[config.mk]
export PLATFORM = sky130hd
export DESIGN_NAME = lfsr_decrypt_rx
export DESIGN_NICKNAME = d
export VERILOG_FILES = /design/src/rtl/lfsr_pkg.sv /design/src/rtl/lfsr5.sv /design/src/rtl/lfsr_decrypt_rx.sv
export SDC_FILE = /design/constraint.sdc
export NUM_CORES = 1
export LEC_CHECK = 0
export BUFFER_PORTS_ARGS = -buffer_cell sky130_fd_sc_hd__buf_4
export CAP_MARGIN = 0
export CORE_UTILIZATION = 48
export CTS_BUF_LIST = sky130_fd_sc_hd__clkbuf_2
export DETAILED_ROUTE_END_ITERATION = 10
export PLACE_DENSITY = 0.9
export SYNTH_ARGS = -nofsm -noshare
export SYNTH_HDL_FRONTEND = slang
export SYNTH_SLANG_ARGS = --single-unit
export TNS_END_PERCENT = 10
[constraint.sdc]
create_clock -name clk -period 1.57 [get_ports clk]
set_input_delay 0.157 -clock clk [delete_from_list [all_inputs] [get_ports clk]]
set_output_delay 0.157 -clock clk [all_outputs]
set_load 0.005 [all_outputs]
[src/rtl/lfsr_pkg.sv]
// Shared definitions for the LFSR receive path: widths, packet framing,
// the receiver state type and the keystream next-state rule.
package lfsr_pkg;

    localparam int DW     = 8;
    localparam int LFSR_W = 5;
    localparam int PKT_LEN = 32;
    localparam int CW     = 6;
    localparam logic [DW-1:0] PRE_CHAR = 8'h5F;

    typedef enum logic [1:0] {
        IDLE,
        PREAMBLE,
        PAYLOAD
    } rx_state_t;

    // Shift left, feeding back the parity of the tapped state bits.
    function automatic logic [LFSR_W-1:0] lfsr_next(input logic [LFSR_W-1:0] state,
                                                    input logic [LFSR_W-1:0] taps);
        return {state[LFSR_W-2:0], ^(state & taps)};
    endfunction

endpackage

[src/rtl/lfsr5.sv]
// 5-bit Fibonacci-style LFSR: loads a start value on init, otherwise steps
// once per enabled cycle using the supplied tap pattern.
module lfsr5
    import lfsr_pkg::*;
(
    input  logic              clk,
    input  logic              rst,
    input  logic              en,
    input  logic              init,
    input  logic [LFSR_W-1:0] taps,
    input  logic [LFSR_W-1:0] start,
    output logic [LFSR_W-1:0] state
);

    // NOTE: sequential state uses non-blocking assignments so every flop
    // samples pre-edge values, independent of block ordering.
    always_ff @(posedge clk) begin
        if (rst) begin
            state <= '0;
        end else if (init) begin
            state <= start;
        end else if (en) begin
            state <= lfsr_next(state, taps);
        end
    end

endmodule

[src/rtl/lfsr_decrypt_rx.sv]
// Receive-side decryptor: regenerates the LFSR keystream, checks and strips
// the preamble, and forwards decrypted payload bytes through a one-entry register.
module lfsr_decrypt_rx
    import lfsr_pkg::*;
(
    input  logic              clk,
    input  logic              rst,
    input  logic              cfg_load,
    input  logic [LFSR_W-1:0] cfg_taps,
    input  logic [LFSR_W-1:0] cfg_seed,
    input  logic [3:0]        cfg_pre_len,
    input  logic              enc_valid,
    input  logic [DW-1:0]     enc_byte,
    output logic              enc_ready,
    output logic              plain_valid,
    input  logic              plain_ready,
    output logic [DW-1:0]     plain_byte,
    output logic [CW-1:0]     byte_count,
    output logic              pre_err,
    output logic              pkt_done,
    output logic              busy
);

    rx_state_t         state;
    logic [LFSR_W-1:0] taps_q;
    logic [3:0]        pre_len_q;
    logic [LFSR_W-1:0] lfsr;
    logic              accept;
    logic              pop;
    logic [DW-1:0]     dec_byte;
    logic [CW-1:0]     cnt_next;

    assign busy      = (state != IDLE);
    // A full output register only admits a new byte if it is drained this cycle.
    assign enc_ready = busy && (!plain_valid || plain_ready);
    assign accept    = enc_valid && enc_ready;
    assign pop       = plain_valid && plain_ready;
    assign dec_byte  = enc_byte ^ {{(DW-LFSR_W){1'b0}}, lfsr};
    assign cnt_next  = byte_count + CW'(1);

    lfsr5 u_lfsr (
        .clk   (clk),
        .rst   (rst),
        .en    (accept),
        .init  (cfg_load),
        .taps  (taps_q),
        .start (cfg_seed),
        .state (lfsr)
    );

    always_ff @(posedge clk) begin
        if (rst) begin
            state       <= IDLE;
            taps_q      <= '0;
            pre_len_q   <= '0;
            plain_valid <= 1'b0;
            plain_byte  <= '0;
            byte_count  <= '0;
            pre_err     <= 1'b0;
            pkt_done    <= 1'b0;
        end else begin
            pkt_done <= 1'b0;
            if (cfg_load) begin
                // A load aborts any packet in flight without reporting completion.
                taps_q      <= cfg_taps;
                pre_len_q   <= cfg_pre_len;
                byte_count  <= '0;
                pre_err     <= 1'b0;
                plain_valid <= 1'b0;
                state       <= (cfg_pre_len == 4'd0) ? PAYLOAD : PREAMBLE;
            end else begin
                if (pop) begin
                    plain_valid <= 1'b0;
                end
                if (accept) begin
                    byte_count <= cnt_next;
                    unique case (state)
                        PREAMBLE: begin
                            if (dec_byte != PRE_CHAR) begin
                                pre_err <= 1'b1;
                            end
                            if (cnt_next == CW'(pre_len_q)) begin
                                state <= PAYLOAD;
                            end
                        end
                        PAYLOAD: begin
                            plain_byte  <= dec_byte;
                            plain_valid <= 1'b1;
                            if (cnt_next == CW'(PKT_LEN)) begin
                                pkt_done <= 1'b1;
                                state    <= IDLE;
                            end
                        end
                        default: ;
                    endcase
                end
            end
        end
    end

endmodule

# Word-level counts from Yosys, hierarchy flattened
# Cells that the tools add are included.
# word_totals
ram_bits	0
ff_bits	33
latch_bits	0
input_bits	27
out_inout_bits	19
romBits	0
word_cells	49
memories	0
# classes
reduce_logical	15
magnitude_cmp	0
n_bitwise	5
muxes	12
eq_ne	7
n_shift	0
multipliers	0
addsub	1
n_div	0
# op_table
operator	count
2-to-1 mux 2 bit	5
2-to-1 mux 5 bit	2
inequality test 8 x 7 -> 1 bit (second input constant)	1
bitwise XOR 8 x 5 -> 8 bit	1
adder 6 x 1 -> 6 bit (second input constant)	1
== test 6 x 4 -> 1 bit	1
== test 6 bit (second input constant)	1
inequality test 3 bit (second input constant)	2
AND reduction 3 bit	2
AND 5 bit	1
XOR reduction 5 bit	1
logical NOT 4 bit	1
2-to-1 mux 1 bit	4
one-hot mux 2 bit (2 select lines)	1
AND reduction 4 bit	1
nonzero test 2 bit	2
OR reduction 4 bit	1
logical AND 1 bit	3
NOT 1 bit	3
nonzero test 3 bit	1
== test 2 x 1 -> 1 bit (second input constant)	1
== test 2 bit (second input constant)	1
OR reduction 2 bit	1
logical NOT 1 bit	1
logical OR 1 bit	1

# Longest topological paths before layout
# Gate-level depths: netlist (run 1).
# depth
word_depth	6
depth_mapped	8
ltp_nobuf	7

# Hierarchy
# From an unflattened synthesis (run 1), not the netlist that was laid out.
# unflattened
cells_unflattened	179
hier_area_um2	1632.8
# modules_own_cells
mod	area_per_inst_um2	cells_per_inst	n_inst
lfsr_decrypt_rx	1331.3	143	1
lfsr5	301.5	36	1

# Worst setup path before layout (run 1)
# OpenSTA, ideal clock, no wires.
# synth_timing
path_type	register -> register
startpoint	reg byte_count[0]
endpoint	reg state[1]
arrival_time_ns	1.618
setup_time_ns	0.131
stages_incl_launch_ff	8
setup_slack_ns	-0.179
cell_sequence	dfxtp_1 -> ha_1 -> nand2b_1 -> o211ai_1 -> nor3b_1 -> o2111a_1 -> o311ai_1 -> o41ai_1
# synth_between
elab_chain_len	4
word_cells_on_any_way	6
classes_between	1 x add/sub; 4 x eq/ne; 1 x reduce/logical
# synth_rtl
element	line_no	rtl
start, declared	lfsr_decrypt_rx.sv:18	output logic [CW-1:0] byte_count,
start signal, assigned	lfsr_decrypt_rx.sv:76	byte_count <= cnt_next;
adder 6 x 1 -> 6 bit (*)	lfsr_decrypt_rx.sv:39	assign cnt_next = byte_count + CW'(1);
== test 6 bit / == test 6 x 4 -> 1 bit (equally long branches)	lfsr_decrypt_rx.sv:89, lfsr_decrypt_rx.sv:82	
inequality test 3 bit (no source line)	n/a	
AND reduction 4 bit (no source line) (*)	n/a	
end signal, assigned	lfsr_decrypt_rx.sv:70	state <= (cfg_pre_len == 4'd0) ? PAYLOAD : PREAMBLE;
end, declared	lfsr_decrypt_rx.sv:24	rx_state_t state;
# Every way passes the cells marked *; elsewhere a longest branch is shown, timed or not.
# A chain may end at the register's enable or synchronous reset.

# Final worst setup path (run 1)
# Same ends and word-level chain as after synthesis.

==> metrics.yaml, run 1 <==
timing.rr.end: "state[1]$_SDFFE_PP0P_"
crit_required_ns: 1.83
insertedDiodeCount: 0
report.final.slew_viol_count: 0
critPathLaunch: "byte_count[0]$_SDFFE_PP0P_"
fin_crit_sh_pct: 105
synth_ff_type: "dfxtp_1"
grt_pass1_wl_um: 5800
cts_sinks: 33
final-setup-viol-count: 1
net-switching-power_mw: 0.415
drv_cap: 0
p_per_area_mw_per_mm2: 778
crit_type: "reg -> reg"
min_period_ns: 1.65
antenna_found_initial: 0
yosys_register_bits: 33
drt_first_iter_violations: 77
start_kind: "flip-flop"
io_buffer_count: 45
violations: "setup timing"
synth_edf_count: 0
fin_setup_tns_ns: -0.0798
internal_power_mw: 1.28
report.final.hold_viol_count: 0
first_pass_iters: 4
ys_seq_area_share_pct: 41.3
placed_cells: 274
worstMarginPinSlew_ns: 0.579
synthesis.area_mm2: 0.00160
path_clk_slew_ns: 0.16
synth_commonest_cells: "35 x nor2_1, 33 x dfxtp_1, 19 x a21oi_1"
synth.avg_cell_area_um2: 8.74
finClkSkew_ns: 0.0236
vdd_ir_drop_max_v: 0.000583
synth_cell_types: 38
clockRootBuffer: "clkbuf_2"
die-area_mm2: 0.00357
setup_ws_ns: -0.0798
ant_nets: 0
vias: 1498
critPathBufInv: 1
cp_num_cells: 7
p_clk_share_pct: 32.5
place_ws_ns: -0.0521
p_total_mw: 1.69
cts_tree: "yes"
synth_top_area_cell: "dfxtp_1"
area_growth_syn_to_layout_pct: 35.8
timing.rr.start: "byte_count[0]$_SDFFE_PP0P_"
layout.nets: 271
drc: 0
worstPathArrival_ns: 1.91
relSlewSlack_pct: 60.9
grt_pass1_vias: 1349
cpPeakStageDelay_ns: 0.43
initial_core_util_pct: 51.5
syn-num-nets: 211
async_flop_share_pct: 0
outcome: "complete, but fails checks"
fp-row-count: 20
cts_buffers: 5
switching_share_pct: 24.5
insertion_delay_ns: 0.37
dieHeight_um: 59.7
grt_setup_unrepaired: "yes"
critPathSlowestCell: "nor4b_2"
max_freq_mhz: 606
combPwrFrac_pct: 14.9
wirelength_um: 3620
htreeDepth: 2
reg2reg_depth: 7
io_pins: 46
critPathCapture: "state[1]$_SDFFE_PP0P_"
pwr-share-seq_pct: 52.6
cp_top_family: "simple AND/OR/NAND/NOR gates"
critPathMaxFanout: 5
path_cells: "buf_4 -> nand2_1 -> nor3_1 -> a31oi_1 -> nor4b_2 -> o311ai_2 -> o41ai_1"
crit_path_end_kind: "flip-flop"
synthTopCellsByArea: "dfxtp_1 41%, nor2_1 8.2%, mux2i_1 8.1%"
cts_buffer_depth: 2
place_congestion: 0.895
synth_most_common_cell: "nor2_1"
vias_per_cell: 5.20
synth_warnings: 0
syn_inst: 183
hpwl_um: 2660
grt_overflow: 0
wl_per_cell_um: 12.6
grt.total_usage_pct: 22.0
post-route-util_pct: 70.0
min_path_type: "in -> reg"
hold_start: "cfg_seed[1]"
grt_max_degree: 28
die_w_um: 59.7
rrSetupSlack_ns: -0.08
p_leak_nw: 0.945
core_area_mm2: 0.00310
drive_gt1_share_pct: 33.6
instances_no_fill: 288
yosysTopAreaCellShare_pct: 41.3
final cells by class:
| cell class | instances | area, um^2 |
|---|---|---|
| clock inverter | 2 | 33.8 |
| clock buffer | 6 | 30.0 |
| multi-input combinational | 139 | 893 |
| timing repair buffer | 63 | 485 |
| sequential | 33 | 671 |
| inverter | 1 | 3.75 |
| tap | 44 | 55.1 |
| fill | 255 | 931 |
tightest hold or removal path, stage by stage:
cell and delay (ns):
buf_4 0.08, a21oi_1 0.05, nor2_1 0.07
power groups by stage:
stage | combinational (mW) | sequential (mW) | clock [mW]
2_1_floorplan | 0.140 | 0.903 | 0
3_3_place_gp | 0.233 | 0.906 | 0
3_5_place_dp | 0.239 | 0.907 | 0
4_1_cts | 0.241 | 0.890 | 0.558
5_1_grt | 0.276 | 0.895 | 0.599
6_report | 0.251 | 0.890 | 0.549
cell usage in the layout, fill, tap and decap left out, types with 2 or more instances in the layout:
cell,netlist,routed
dfxtp_1,33,29
nand3_1,2,2
a21oi_1,19,19
dfxtp_2,0,2
xnor2_1,14,14
nand2b_4,1,2
dlygate4sd3_1,0,5
o41ai_1,2,2
nor3b_1,2,2
dfxtp_4,0,2
and3_2,1,2
nor2_1,35,35
buf_4,0,58
nor3_1,4,4
mux2i_1,13,13
nor4_1,2,2
nand2_1,18,18
nand4_1,2,2
xor2_1,4,4
clkbuf_2,0,6
timing repair:
action	CTS	global route
cloned	0	0
endpoints found under the hold margin	0	5
hold buffers	0	5
gates resized for setup	1	4
setup buffers	1	0
pin swaps	2	1
setup endpoints to repair	1	8
worst min path at each step:
| stage | slack, ns | endpoint | depth (start not counted) |
|---|---|---|---|
| floorplan | 0.30 | u_lfsr.state[1]$_SDFFE_PP0N_ | 2 |
| global placement | 0.39 | u_lfsr.state[1]$_SDFFE_PP0N_ | 3 |
| detailed placement | 0.40 | u_lfsr.state[1]$_SDFFE_PP0N_ | 3 |
| CTS | 0.008 | u_lfsr.state[1]$_SDFFE_PP0N_ | 3 |
| global route | 0.003 | u_lfsr.state[1]$_SDFFE_PP0N_ | 3 |
| finish | 0.02 | u_lfsr.state[1]$_SDFFE_PP0N_ | 3 |
layer usage:
layer / part of all wire, % / wire length (um) / global-route usage (%) / vias up
met5: 0 / 0 / 0 / -
met4: 2.2 / 79 / 12.3 / 0
met3: 4.9 / 178 / 3.68 / 8
met2: 48 / 1730 / 36.3 / 59
met1: 45 / 1630 / 27.0 / 686
li1: - / - / - / 745
cells by family (layout without fill, tap and decap cells):
kind of cell / after synthesis / count (layout) / synth area share [%]
fa+ha+maj: 1 / 1 / 0.782
xor+xnor: 18 / 18 / 9.86
simple gates: 80 / 80 / 24.5
buf+inv: 11 / 72 / 5.01
flops: 33 / 33 / 41.3
compound gates: 26 / 26 / 9.70
mux: 14 / 14 / 8.84
registers in the layout, summed over array words and instances, names as in the netlist:
| register | cells |
|---|---|
| plain_valid | 1 |
| pre_len_q | 4 |
| pkt_done | 1 |
| taps_q | 5 |
| plain_byte | 8 |
| u_lfsr.state | 5 |
| state | 2 |
| pre_err | 1 |
| byte_count | 6 |
stage by stage:
step,hold slack (ns),instance area (um^2)
finish,0.0203,2170
global route,0.00300,2170
CTS,0.00824,2110
detailed placement,0.395,2030
global placement,0.389,2030
floorplan,0.301,1630
Power figures use the tool's default switching activity.
==> run 2, diff against run 1 <==
- CTS_BUF_LIST: sky130_fd_sc_hd__clkbuf_2 -> sky130_fd_sc_hd__clkbuf_8
- CTS_CLUSTER_SIZE: default -> 28
==> run 2 against run 1 <==
First-iteration DRC count is 22% lower. The flow still finishes with violations (setup timing). Wire length grew 0.91%. Combinational power fell by 2%. Power increased by 15%. Cell area up 0.17%. Via count shrank 1.7%. Clock skew is 0.019 ns lower. Hold slack better by 0.084 ns. Die area is the same. Sequential share of layout area shrank 0.053 points. Clock-buffer cell count did not move.
==> metrics.yaml, run 2 (synthesis results as in run 1) <==
p_clk_share_pct: 41.5  # +9.0 points
instances_no_fill: 283  # -1.7%
cts_hold_buffers: 0  # unchanged
net-switching-power_mw: 0.434  # +4.5%
io_pins: 46  # unchanged
combPwrFrac_pct: 12.6  # -2.3 points
min_path_type: "in -> reg"
grt_overflow: 0  # unchanged
insertion_delay_ns: 0.28  # -0.09 ns
start_kind: "flip-flop"
switching_share_pct: 22.3  # -2.2 points
final-setup-viol-count: 1  # unchanged
final_common_cell: "buf_4"
cts_sinks: 33  # unchanged
path_clk_slew_ns: 0.06  # -0.10 ns
drc: 0  # unchanged
insertedDiodeCount: 0  # unchanged
drive_gt1_share_pct: 34.3  # +0.70 points
vias: 1473  # -1.7%
first_pass_iters: 4  # unchanged
wl_per_cell_um: 12.9  # +2.7%
wirelength_um: 3650  # +0.91%
clockRootBuffer: "clkbuf_8"
dieHeight_um: 59.7  # unchanged
ant_nets: 0  # unchanged
cpPeakStageDelay_ns: 0.43  # about the same
p_leak_nw: 0.947  # +0.23%
internal_power_mw: 1.51  # +18%
initial_core_util_pct: 51.5  # unchanged
fp-row-count: 20  # unchanged
io_buffer_count: 45  # unchanged
grt_pass1_vias: 1341  # -0.59%
report.final.hold_viol_count: 0  # unchanged
grt.total_usage_pct: 22.7  # +0.73 points
fin_crit_sh_pct: 101  # -3.7 points
place_congestion: 0.895  # unchanged
antenna_found_initial: 0  # unchanged
mostFrequentLayoutCells: "58 x buf_4, 35 x nor2_1, 29 x dfxtp_1"
vias_per_cell: 5.20  # about the same
p_per_area_mw_per_mm2: 892  # +15%
vdd_ir_drop_max_v: 0.000573  # -1.6%
die-area_mm2: 0.00357  # unchanged
area_growth_syn_to_layout_pct: 36.1
htreeDepth: 2  # unchanged
drv_cap: 0  # unchanged
die_w_um: 59.7  # unchanged
hold_ws_ns: 0.104  # +0.0840 ns
max_freq_mhz: 628  # +3.6%
worstPathArrival_ns: 1.77  # -0.14 ns
core_area_mm2: 0.00310  # unchanged
pwr-share-seq_pct: 45.9  # -6.7 points
crit_path_end_kind: "flip-flop"
finClkSkew_ns: 0.00491  # -0.0187 ns
relSlewSlack_pct: 62.4  # +1.5 points
cts_tree: "yes"
hpwl_um: 2660  # unchanged
drt_first_iter_violations: 60  # -22%
worstMarginPinSlew_ns: 0.557  # -0.0223 ns
grt_pass1_wl_um: 5860  # +1.1%
critPathMaxFanout: 5  # unchanged
grt_max_degree: 28  # unchanged
path_cells: "buf_4 -> nand2_1 -> nor3_1 -> a31oi_1 -> nor4b_2 -> o311ai_2 -> o41ai_1"
cts_buffer_depth: 2  # unchanged
grt_setup_unrepaired: "yes"
top_regs: "plain_byte (8), byte_count (6)"
setup_ws_ns: -0.0218  # +0.0580 ns
crit_required_ns: 1.75  # -0.08 ns
report.final.slew_viol_count: 0  # unchanged
cts_buffers: 5  # unchanged
violations: "setup timing"
largest_register: "plain_byte"
outcome: "complete, but fails checks"
largest_reg_flops: 8  # unchanged
min_period_ns: 1.59  # -0.0580 ns
critPathSlowestCell: "nor4b_2"
placed_cells: 274  # unchanged
crit_type: "reg -> reg"
layout.nets: 266  # -1.8%
-- run 2: cell types whose count changed in the layout (fill, tap and decap cells not counted), sizes merged --
cell	change
dlygate4sd3	-5
clkinv	-1
inv	+1
-- run 2: routing by layer --
layer  routed length, um  up-vias  track usage [%]
met2                1750       70             36.8
met4                  56        0             8.97
met1                1580      662             27.4
met5                   0        -                0
met3                 267        6             8.01
li1                    -      735                -
-- run 2: stage by stage --
| step | area, um^2 | total power, mW | TNS, ns | worst slack, ns | util (%) |
|---|---|---|---|---|---|
| after global routing | 2180 | 2.04 | -0.109 | -0.105 | 70.1 |
| final | 2180 | 1.94 | -0.0218 | -0.0218 | 70.1 |
| after global placement | 2030 | 1.14 | 0 | 0.00979 | 65.5 |
| after CTS | 2160 | 1.95 | -0.00340 | -0.00340 | 69.7 |
| after floorplan | 1630 | 1.04 | -0.00793 | -0.00793 | - |
| after detailed placement | 2030 | 1.15 | -0.0521 | -0.0521 | 65.5 |
-- run 2: area by class of cell --
cell class	count	area (um^2)
Timing Repair Buffer	58	435
Sequential cell	33	671
Clock buffer	6	82.6
Clock inverter	2	33.8
Tap cell	44	55.1
Fill cell	250	927
Multi-Input combinational cell	139	895
Inverter	1	3.75
-- run 2: power groups by stage --
stage          clock, mW  combinational [mW]  sequential, mW
2_1_floorplan          0               0.140           0.903
3_3_place_gp           0               0.233           0.906
3_5_place_dp           0               0.239           0.907
4_1_cts            0.822               0.242           0.889
5_1_grt            0.874               0.268           0.894
6_report           0.805               0.246           0.891
-- run 2: timing repair --
item,CTS,global route
gates resized for setup,1,4
setup endpoints to repair,1,4
buffers inserted,1,0
pin swaps,2,2
-- run 2: worst paths after layout --
path                                                 start                      endpoint  slack, ns  depth (start not counted)
worst min register to register        pre_err$_SDFFE_PP0P_          pre_err$_SDFFE_PP0P_       0.49                          2
worst max register to register  byte_count[0]$_SDFFE_PP0P_         state[1]$_SDFFE_PP0P_      -0.02                          7
worst min-delay path                           cfg_seed[4]  u_lfsr.state[4]$_SDFFE_PP0N_       0.10                          3
worst max-delay path            byte_count[0]$_SDFFE_PP0P_         state[1]$_SDFFE_PP0P_      -0.02                          7
-- run 2: worst max-delay path, delay by kind of cell, from the launching register on --
kind,cells,cell delay [ns]
and+or+nand+nor,3,0.66
buffers and inverters,1,0.14
AOI/OAI and AO/OA,3,0.34
DFF,1,0.36
